### src/rtl/hidden_backprop_pkg.sv
// Shared fixed-point constants, saturation rails and FSM state type for the
// hidden-layer backward pass.
package nn_fixed_pkg;

    localparam int DATA_W = 16;
    localparam int FRAC_W = 10;
    localparam int Z_W    = 8;

    localparam logic signed [DATA_W-1:0] SAT_POS = 16'sh7FFF;
    localparam logic signed [DATA_W-1:0] SAT_NEG = 16'sh8000;

    // Forward activation rails: a hidden output sitting on either rail has zero slope.
    localparam logic [Z_W-1:0] Z_RAIL_POS = 8'h7F;
    localparam logic [Z_W-1:0] Z_RAIL_NEG = 8'h80;

    typedef enum logic [2:0] {
        IDLE  = 3'd0,
        DELTA = 3'd1,
        G1    = 3'd2,
        G2    = 3'd3,
        UPD   = 3'd4,
        DONE  = 3'd5
    } state_t;

    function automatic logic signed [DATA_W-1:0] sat_narrow(input logic signed [DATA_W:0] v);
        logic signed [DATA_W-1:0] r;
        if (v[DATA_W] != v[DATA_W-1]) begin
            r = v[DATA_W] ? SAT_NEG : SAT_POS;
        end else begin
            r = v[DATA_W-1:0];
        end
        return r;
    endfunction

endpackage

### src/rtl/hidden_backprop_if.sv
// Sample/handshake/weight bus between the training driver and the hidden
// backprop block.
interface hidden_backprop_if;
    import nn_fixed_pkg::*;

    logic                     in_valid;
    logic                     in_ready;
    logic signed [DATA_W-1:0] k1;
    logic signed [DATA_W-1:0] k2;
    logic        [Z_W-1:0]    z2;
    logic signed [DATA_W-1:0] delta3;
    logic signed [DATA_W-1:0] w3;
    logic                     load;
    logic signed [DATA_W-1:0] w_load1;
    logic signed [DATA_W-1:0] w_load2;
    logic signed [DATA_W-1:0] b_load;
    logic signed [DATA_W-1:0] w2_1;
    logic signed [DATA_W-1:0] w2_2;
    logic signed [DATA_W-1:0] b2;
    logic signed [DATA_W-1:0] delta2;
    logic                     out_valid;
    logic                     busy;

    modport master (
        output in_valid, k1, k2, z2, delta3, w3, load, w_load1, w_load2, b_load,
        input  in_ready, w2_1, w2_2, b2, delta2, out_valid, busy
    );

    modport slave (
        input  in_valid, k1, k2, z2, delta3, w3, load, w_load1, w_load2, b_load,
        output in_ready, w2_1, w2_2, b2, delta2, out_valid, busy
    );

endinterface

### src/rtl/hidden_backprop_mul.sv
// q_mul_sat: Q6.10 x Q6.10 signed multiply returning Q6.10, saturating when the
// product does not fit the 16-bit result.
module q_mul_sat
    import nn_fixed_pkg::*;
(
    input  logic signed [DATA_W-1:0] i_a,
    input  logic signed [DATA_W-1:0] i_b,
    output logic signed [DATA_W-1:0] o_p
);

    logic signed [2*DATA_W-1:0] w_prod;
    logic        [6:0]          w_hi;

    assign w_prod = i_a * i_b;
    // Bits above the kept field plus its sign bit must all agree for the result to fit.
    assign w_hi   = w_prod[2*DATA_W-1:DATA_W+FRAC_W-1];

    // Extract the Q6.10 field or clamp to the matching rail.
    always_comb begin
        o_p = w_prod[DATA_W+FRAC_W-1:FRAC_W];
        if ((&w_hi) || (~|w_hi)) begin
            o_p = w_prod[DATA_W+FRAC_W-1:FRAC_W];
        end else begin
            o_p = w_prod[2*DATA_W-1] ? SAT_NEG : SAT_POS;
        end
    end

endmodule

### src/rtl/hidden_backprop.sv
// Hidden-neuron backward pass: computes delta2 and gradient-descent updates of
// w2_1/w2_2/b2 over a fixed 6-cycle sequence with one shared multiplier.
// Build option HIDDEN_BACKPROP_WSAT_EN: clamp weight updates instead of wrapping.
module hidden_backprop
    import nn_fixed_pkg::*;
#(
    parameter int                       LR_SHIFT = 4,
    parameter logic signed [DATA_W-1:0] W1_INIT  = 16'sh0000,
    parameter logic signed [DATA_W-1:0] W2_INIT  = 16'sh0000,
    parameter logic signed [DATA_W-1:0] B_INIT   = 16'sh0000
)(
    input  logic              clk,
    input  logic              reset,
    hidden_backprop_if.slave  bus
);

    state_t                   r_state;
    state_t                   w_state_nxt;
    logic signed [DATA_W-1:0] r_k1;
    logic signed [DATA_W-1:0] r_k2;
    logic        [Z_W-1:0]    r_z2;
    logic signed [DATA_W-1:0] r_delta3;
    logic signed [DATA_W-1:0] r_w3;
    logic signed [DATA_W-1:0] r_g1;
    logic signed [DATA_W-1:0] r_g2;
    logic signed [DATA_W-1:0] r_w1;
    logic signed [DATA_W-1:0] r_w2;
    logic signed [DATA_W-1:0] r_b;
    logic signed [DATA_W-1:0] r_delta2;
    logic                     r_out_valid;
    logic                     r_busy;

    logic                     w_accept;
    logic                     w_load_en;
    logic                     w_deriv;
    logic signed [DATA_W-1:0] w_ma;
    logic signed [DATA_W-1:0] w_mb;
    logic signed [DATA_W-1:0] w_prod;

    function automatic logic signed [DATA_W-1:0] upd(
        input logic signed [DATA_W-1:0] w,
        input logic signed [DATA_W-1:0] g
    );
        logic signed [DATA_W:0] ws;
        logic signed [DATA_W:0] gs;
        logic signed [DATA_W:0] diff;
        ws   = w;
        gs   = g;
        diff = ws - (gs >>> LR_SHIFT);
`ifdef HIDDEN_BACKPROP_WSAT_EN
        return sat_narrow(diff);
`else
        return diff[DATA_W-1:0];
`endif
    endfunction

    assign bus.in_ready  = (r_state == IDLE) & ~bus.load;
    assign w_accept      = bus.in_valid & bus.in_ready;
    assign w_load_en     = (r_state == IDLE) & bus.load;
    assign w_deriv       = (r_z2 != Z_RAIL_POS) && (r_z2 != Z_RAIL_NEG);

    assign bus.w2_1      = r_w1;
    assign bus.w2_2      = r_w2;
    assign bus.b2        = r_b;
    assign bus.delta2    = r_delta2;
    assign bus.out_valid = r_out_valid;
    assign bus.busy      = r_busy;

    // Next-state sequencing; every accepted sample walks the full chain.
    always_comb begin
        w_state_nxt = r_state;
        case (r_state)
            IDLE: begin
                if (w_accept) begin
                    w_state_nxt = DELTA;
                end else begin
                    w_state_nxt = IDLE;
                end
            end
            DELTA:   w_state_nxt = G1;
            G1:      w_state_nxt = G2;
            G2:      w_state_nxt = UPD;
            UPD:     w_state_nxt = DONE;
            DONE:    w_state_nxt = IDLE;
            default: w_state_nxt = IDLE;
        endcase
    end

    // Operand mux for the shared multiplier.
    always_comb begin
        w_ma = r_delta3;
        w_mb = r_w3;
        case (r_state)
            DELTA: begin
                w_ma = r_delta3;
                w_mb = r_w3;
            end
            G1: begin
                w_ma = r_delta2;
                w_mb = r_k1;
            end
            G2: begin
                w_ma = r_delta2;
                w_mb = r_k2;
            end
            default: begin
                w_ma = r_delta3;
                w_mb = r_w3;
            end
        endcase
    end

    q_mul_sat u_mul (
        .i_a (w_ma),
        .i_b (w_mb),
        .o_p (w_prod)
    );

    // State register plus registered status flags derived from the next state.
    always_ff @(posedge clk) begin
        if (!reset) begin
            r_state     <= IDLE;
            r_out_valid <= 1'b0;
            r_busy      <= 1'b0;
        end else begin
            r_state     <= w_state_nxt;
            r_out_valid <= (w_state_nxt == DONE);
            r_busy      <= (w_state_nxt != IDLE);
        end
    end

    // Sample capture, delta/gradient registers and weight storage.
    always_ff @(posedge clk) begin
        if (!reset) begin
            r_k1     <= 16'sh0000;
            r_k2     <= 16'sh0000;
            r_z2     <= 8'h00;
            r_delta3 <= 16'sh0000;
            r_w3     <= 16'sh0000;
            r_g1     <= 16'sh0000;
            r_g2     <= 16'sh0000;
            r_delta2 <= 16'sh0000;
            r_w1     <= W1_INIT;
            r_w2     <= W2_INIT;
            r_b      <= B_INIT;
        end else begin
            if (w_accept) begin
                r_k1     <= bus.k1;
                r_k2     <= bus.k2;
                r_z2     <= bus.z2;
                r_delta3 <= bus.delta3;
                r_w3     <= bus.w3;
            end
            if (r_state == DELTA) begin
                r_delta2 <= w_deriv ? w_prod : 16'sh0000;
            end
            if (r_state == G1) begin
                r_g1 <= w_prod;
            end
            if (r_state == G2) begin
                r_g2 <= w_prod;
            end
            // Load and UPD cannot coincide: load is only honoured in IDLE.
            if (w_load_en) begin
                r_w1 <= bus.w_load1;
                r_w2 <= bus.w_load2;
                r_b  <= bus.b_load;
            end else if (r_state == UPD) begin
                r_w1 <= upd(r_w1, r_g1);
                r_w2 <= upd(r_w2, r_g2);
                r_b  <= upd(r_b, r_delta2);
            end
        end
    end

endmodule

### src/flat_wrapper.sv
// flat-port wrapper written by rule: the top's interface ports become plain ports
module hidden_backprop_flat import nn_fixed_pkg::*;
#(
    parameter int                       LR_SHIFT = 4,
    parameter logic signed [DATA_W-1:0] W1_INIT  = 16'sh0000,
    parameter logic signed [DATA_W-1:0] W2_INIT  = 16'sh0000,
    parameter logic signed [DATA_W-1:0] B_INIT   = 16'sh0000
)
  (clk, reset, bus_in_valid, bus_k1, bus_k2, bus_z2, bus_delta3, bus_w3, bus_load, bus_w_load1, bus_w_load2, bus_b_load, bus_in_ready, bus_w2_1, bus_w2_2, bus_b2, bus_delta2, bus_out_valid, bus_busy);
  hidden_backprop_if bus_i ();
  input  logic clk;
  input  logic reset;
  input wire logic [$bits(bus_i.in_valid)-1:0] bus_in_valid;
  input wire logic [$bits(bus_i.k1)-1:0] bus_k1;
  input wire logic [$bits(bus_i.k2)-1:0] bus_k2;
  input wire logic [$bits(bus_i.z2)-1:0] bus_z2;
  input wire logic [$bits(bus_i.delta3)-1:0] bus_delta3;
  input wire logic [$bits(bus_i.w3)-1:0] bus_w3;
  input wire logic [$bits(bus_i.load)-1:0] bus_load;
  input wire logic [$bits(bus_i.w_load1)-1:0] bus_w_load1;
  input wire logic [$bits(bus_i.w_load2)-1:0] bus_w_load2;
  input wire logic [$bits(bus_i.b_load)-1:0] bus_b_load;
  output wire logic [$bits(bus_i.in_ready)-1:0] bus_in_ready;
  output wire logic [$bits(bus_i.w2_1)-1:0] bus_w2_1;
  output wire logic [$bits(bus_i.w2_2)-1:0] bus_w2_2;
  output wire logic [$bits(bus_i.b2)-1:0] bus_b2;
  output wire logic [$bits(bus_i.delta2)-1:0] bus_delta2;
  output wire logic [$bits(bus_i.out_valid)-1:0] bus_out_valid;
  output wire logic [$bits(bus_i.busy)-1:0] bus_busy;
  assign bus_i.in_valid = bus_in_valid;
  assign bus_i.k1 = bus_k1;
  assign bus_i.k2 = bus_k2;
  assign bus_i.z2 = bus_z2;
  assign bus_i.delta3 = bus_delta3;
  assign bus_i.w3 = bus_w3;
  assign bus_i.load = bus_load;
  assign bus_i.w_load1 = bus_w_load1;
  assign bus_i.w_load2 = bus_w_load2;
  assign bus_i.b_load = bus_b_load;
  assign bus_in_ready = bus_i.in_ready;
  assign bus_w2_1 = bus_i.w2_1;
  assign bus_w2_2 = bus_i.w2_2;
  assign bus_b2 = bus_i.b2;
  assign bus_delta2 = bus_i.delta2;
  assign bus_out_valid = bus_i.out_valid;
  assign bus_busy = bus_i.busy;
  hidden_backprop #(.LR_SHIFT(LR_SHIFT), .W1_INIT(W1_INIT), .W2_INIT(W2_INIT), .B_INIT(B_INIT)) u_core (.clk(clk), .reset(reset), .bus(bus_i));
endmodule
### config.mk
export PLATFORM = sky130hd
export DESIGN_NAME = hidden_backprop_flat
export DESIGN_NICKNAME = d
export VERILOG_FILES = /design/src/rtl/hidden_backprop_pkg.sv /design/src/rtl/hidden_backprop_if.sv /design/src/rtl/hidden_backprop_mul.sv /design/src/rtl/hidden_backprop.sv /design/src/flat_wrapper.sv
export SDC_FILE = /design/constraint.sdc
export NUM_CORES = 1
export LEC_CHECK = 0
export ABC_AREA = 1
export CELL_PAD_IN_SITES_DETAIL_PLACEMENT = 1
export CELL_PAD_IN_SITES_GLOBAL_PLACEMENT = 1
export CORE_MARGIN = 2
export CORE_UTILIZATION = 47
export DETAILED_ROUTE_END_ITERATION = 16
export PLACE_DENSITY = 0.87
export SLEW_MARGIN = 20
export SYNTH_ARGS = -nofsm -noshare
export SYNTH_HDL_FRONTEND = slang
export SYNTH_HIERARCHICAL = 1
export SYNTH_SLANG_ARGS = --single-unit
### constraint.sdc
create_clock -name clk -period 14.6 [get_ports clk]
set_input_delay 2.19 -clock clk [delete_from_list [all_inputs] [get_ports clk]]
set_output_delay 2.19 -clock clk [all_outputs]
set_load 0.005 [all_outputs]
### Yosys cells after proc, flatten, opt, wreduce, memory -nomap -nowiden

Cells that the tools add are included.

* register bits after elaboration: 173
* input port bits: 124
* word-level logic and storage cells: 51

* multiply operators: 1
* eq/ne operators: 7
* reduce and logical (&&, ||, !) cells: 9
* $add $sub $neg: 3
* mux-type cells: 13
* bitwise gates (word level): 4

Operator list (count)
* $mux W16: 10
* $sub A16 B12 Y16: 3
* $mul A16 B16 Y32: 1
* $pmux W16 S2: 1
* $pmux W3 S5: 1
* $ne A8 B7 Y1 const B: 1
* $ne A8 B8 Y1 const B: 1
* $reduce_and A7 Y1: 1
* $reduce_or A7 Y1: 1
* $eq A3 B2 Y1 const B: 2
* $eq A3 B3 Y1 const B: 2
* $and A1 B1 Y1: 3
* $eq A3 B1 Y1 const B: 1
* $logic_not A3 Y1: 1
* $reduce_bool A3 Y1: 1
* $reduce_bool A2 Y1: 1
* $reduce_or A2 Y1: 1
* $logic_and A1 B1 Y1: 1
* $logic_not A1 Y1: 1
* $logic_or A1 B1 Y1: 1
* $mux W1: 1
* $not A1 Y1: 1

### Logic depth before layout (Yosys ltp)

* depth in word-level cells: 9
* depth in mapped cells: 42
* depth with buffers taken out: 38

### By module

The synthesis kept the hierarchy.

By module, submodules not included
* q_mul_sat: seq. area each 0.0 µm², area each 10724.0 µm², cells each 1449, times used 1
* hidden_backprop: seq. area each 3303.2 µm², area each 9534.1 µm², cells each 1450, times used 1

### Worst setup path after synthesis

Ideal clock, no wire load.

* path kind: reg-to-reg
* start: reg u_core.r_state[1]
* end: reg u_core.r_g1[10]
* slack: 7433 ps
* arrival: 7048 ps
* cell stages (with the launch flop): 37
* data required time: 14481 ps
* buffers on the path: 4
* setup time: 119 ps
* cell sequence: dfxtp_1 -> inv_2 -> nor2_4 -> inv_2 -> nor2_4 -> inv_2 -> buf_2 -> o221ai_1 -> clkbuf_1 -> clkbuf_1 -> nand2_1 -> inv_1 -> fa_1 -> inv_1 -> fa_1 -> inv_1 -> fa_1 -> inv_1 -> fa_1 -> fa_1 -> inv_1 -> fa_1 -> ha_1 -> inv_1 -> nor3_1 -> nand2_1 -> nor4_1 -> nand2_1 -> nand3_1 -> nand2_2 -> nor2_1 -> nand2_2 -> nand3_2 -> buf_6 -> nand2_1 -> o21ai_0 -> a21oi_1

* elaborated cells on any way between the ends: 12

RTL lines
* start, declared: line hidden_backprop.sv:17 `state_t r_state;`
* start signal, assigned: line hidden_backprop.sv:126 `r_state <= w_state_nxt;`
* $eq A3 B2 Y1: line hidden_backprop.sv:93 `case (r_state)`
* $pmux W16 S2 (*): line hidden_backprop.sv:93
* named net u_core.w_mb[3]: line hidden_backprop.sv:37 `logic signed [DATA_W-1:0] w_mb;`
* $mul A16 B16 Y32 (*): line hidden_backprop_mul.sv:14 `assign w_prod = i_a * i_b;`
* $reduce_or A7 Y1: line hidden_backprop_mul.sv:21 `if ((&w_hi) || (~|w_hi)) begin`
* $logic_not A1 Y1: line hidden_backprop_mul.sv:21
* $logic_or A1 B1 Y1: line hidden_backprop_mul.sv:21
* $mux W16 (*): line hidden_backprop_mul.sv:21
* named net u_core.w_prod[10]: line hidden_backprop.sv:38 `logic signed [DATA_W-1:0] w_prod;`
* end signal, assigned: line hidden_backprop.sv:158 `r_g1 <= w_prod;`
* end, declared: line hidden_backprop.sv:24 `logic signed [DATA_W-1:0] r_g1;`

Mark *: on every way through the listed nets, which the timed path passes. The rest lies on a longest branch.
A chain may end at the register's enable or synchronous reset.

### Worst setup path after layout

* start: reg u_core.r_state[1]
* end: reg u_core.r_g1[6]

Same word-level chain as after synthesis.

==> metrics.cfg <==
[final_layout]
area_growth_pct=14.25
multi_input_area_um2=13800
num_antenna_cells=0
n_fill_cell=5570
final_nets=3528
final_util=0.5409
layout.cells.non_filler=3575
drive_gt1_frac=0.03830
seq_area_um2=3303

[floorplanning]
placementRows=76
core_area_um2=42790
pin_count=191
die_width_um=211.6
die-area_um2=44780
die_height_um=211.6
start_util=0.4734

[power]
intPower_mw=1.182
clkPwrFrac=0.202
combPwrFrac=0.555
p_seq_frac=0.242
power_mw=2.270
p_per_area_nw_per_um2=98.06
ir_drop_mv=0.06766
leakagePower_nw=12.53
p_sw_frac=0.4791
p_sw_mw=1.087

[worst_hold_path]
hold_class=reg -> reg

[sta]
finalHoldViolations=0
fin_crit_ns=9.753
setup_viol_count_final=0
fmax_mhz=102.5
slew_violations=0
tightest_slew_ns=1.135
rsz0062_at_grt=false
finalCritPeriodShare=0.6680
fin_worst_skew_ns=0.01331
fin_tns_setup_ns=0
slew_headroom=0.2434

[critical_path]
critPathMaxFanout=37
worst_ep_arrival_time_ns=10.14
critical_path.endpoint_type=register
critPathKind=reg -> reg
max_stage_delay_ns=0.95
worstPathRequired_ns=14.99
start_kind=register
slowest_stage=o221ai_2

[logic_synthesis]
ys_warn_count=6
synth-seq-cells=165
synth_top_area_share=0.2609
synthCells=2899
yosys.area.top_type=fa_1
synth.net_count=3411
syn_area_per_cell_um2=6.988
syn-cell-area_um2=20260
yosysSeqAreaShare=0.1631
synthTopCellsByArea=fa_1, dfxtp_1, nand2_1
synth_cell_types=41

[clocking]
path_clk_slew_ns=0.08
clk_path_buf_depth=2
hold_buffers=0
clock-sinks=165
numCtsBuffers=17
cts-root-buf=clkbuf_16
htreeDepth=4
clock_latency_ns=0.46
cts_tree=done
cts_setup_buffers=0
ctsResizeCount=0

[detailed_routing]
drt-total-wl_um=69900
drc=0
drt_iter0_drc=1236
vias=19270
avgRoutedWirePerCell_um=19.55
viasPerCell=5.390
dr.pass1.iters=5
postRouteAntennaNets=0

[global_route]
grt_max_degree=119
grt_pass1_wl_um=111300
overflow=0
grt_pass1_vias=21244
antenna_found_initial=0
track_usage=0.3178

[run_status]
status=finished clean

[place]
dpl.cell_count=3543
place_congestion=0.8978
portBuffers=190
dp_hpwl_um=55830

[flow_run]
maxCapViolations=0

-- worst max-delay path, delay by kind of cell, from the launching register on --
family / cells / cell delay (ns)
compound gates: 3 / 1.26
flops: 1 / 0.45
simple gates: 14 / 3.12
fa+ha+maj: 7 / 3.47
buf+inv: 7 / 1.38
-- cell families after synthesis --
logic type               after synthesis  share of synthesized area
AND/OR/NAND/NOR                     1065                     0.2144
buffers and inverters                824                     0.1575
AO/OA/AOI/OAI                        410                     0.1073
adder cells (fa/ha/maj)              388                     0.3375
flip-flops                           165                     0.1631
XOR/XNOR                              47                    0.02032
-- cells in the mapped netlist, drive strengths merged --
library cell and number:
or2 8, a21oi 190, clkbuf 84, o21bai 4
a22oi 12, nand3b 2, xor2 33, xnor2 14
a21o 3, nand4 5, inv 699, ha 124
fa 264, nand2 803, o211ai 3, o21a 1
nor3 16, clkinv 1, and2 2, nor2 93
nor4 6, buf 40, a31oi 18, o21ai 169
nand3 130, dfxtp 165, o221ai 10
-- cell type report --
| class | instances | area share |
|---|---|---|
| Clock buffer | 17 | 0.01838 |
| Clock inverter | 15 | 0.006866 |
| Inverter | 700 | 0.1137 |
| Multi-Input combinational cell | 1910 | 0.5964 |
| Sequential cell | 165 | 0.1427 |
| Tap cell | 546 | 0.02952 |
| Timing Repair Buffer | 222 | 0.09233 |
-- layer usage --
metal  up-vias  share of wire  GRT usage  wire length (um)
li1       8919              -          -                 -
met1      9617           0.42     0.3946             29180
met2       577           0.50     0.5643             35210
met3       157          0.047    0.03620              3284
met4         0          0.032     0.1243              2229
met5         -              0          0                 0
-- power groups by stage --
stage	Sequential (mW)	Clock, mW	Combinational (mW)
finish	0.550	0.459	1.26
floorplan	0.539	0	0.846
CTS	0.549	0.463	1.25
detailed placement	0.559	0	1.23
global route	0.554	0.483	1.41
global placement	0.557	0	1.17
-- cells in the final DEF, fill, tap and decap left out, types with 8 or more instances in the layout --
master / netlist / final
a21oi_1: 190 / 190
a22oi_1: 12 / 12
a31oi_1: 18 / 18
buf_4: 5 / 32
clkbuf_16: 0 / 17
clkdlybuf4s50_1: 0 / 189
dfxtp_1: 165 / 165
fa_1: 264 / 264
ha_1: 124 / 124
inv_1: 688 / 688
inv_2: 10 / 10
nand2_1: 792 / 792
nand2_2: 9 / 8
nand3_1: 129 / 129
nor2_1: 83 / 83
nor3_1: 15 / 15
o21ai_0: 123 / 115
o21ai_1: 46 / 48
o221ai_1: 10 / 8
or2_2: 8 / 8
xnor2_1: 14 / 14
xor2_1: 33 / 33
-- sequential cells by signal, indices dropped and copies added, names as in the netlist, 16 cells and up --
register           flops
u_core/bus.b2         16
u_core/r_k2           16
u_core/r_w3           16
u_core/bus.w2_2       16
u_core/r_delta3       16
u_core/r_k1           16
u_core/bus.delta2     16
u_core/bus.w2_1       16
-- per-stage QoR --
stage | setup slack, ns | cell area (um2) | hold slack, ns
after global placement | 5.685 | 22560 | 0.4410
after floorplan | 7.433 | 20260 | 0.4245
after global routing | 4.204 | 23140 | 0.4834
after detailed placement | 5.085 | 22560 | 0.4525
after CTS | 4.993 | 23140 | 0.4660
final | 4.847 | 23140 | 0.4660
-- path summary, 6_finish.rpt --
check,start,to,slack [ns],cells after the start
setup reg to reg,u_core/r_state[1],u_core/r_g1[6],4.85,31
hold reg to reg,u_core/r_k2[0],u_core/r_k2[0],0.47,2
setup / recovery,u_core/r_state[1],u_core/r_g1[6],4.85,31
hold / removal,u_core/r_k2[0],u_core/r_k2[0],0.47,2
(Power assumes the default switching activity.)
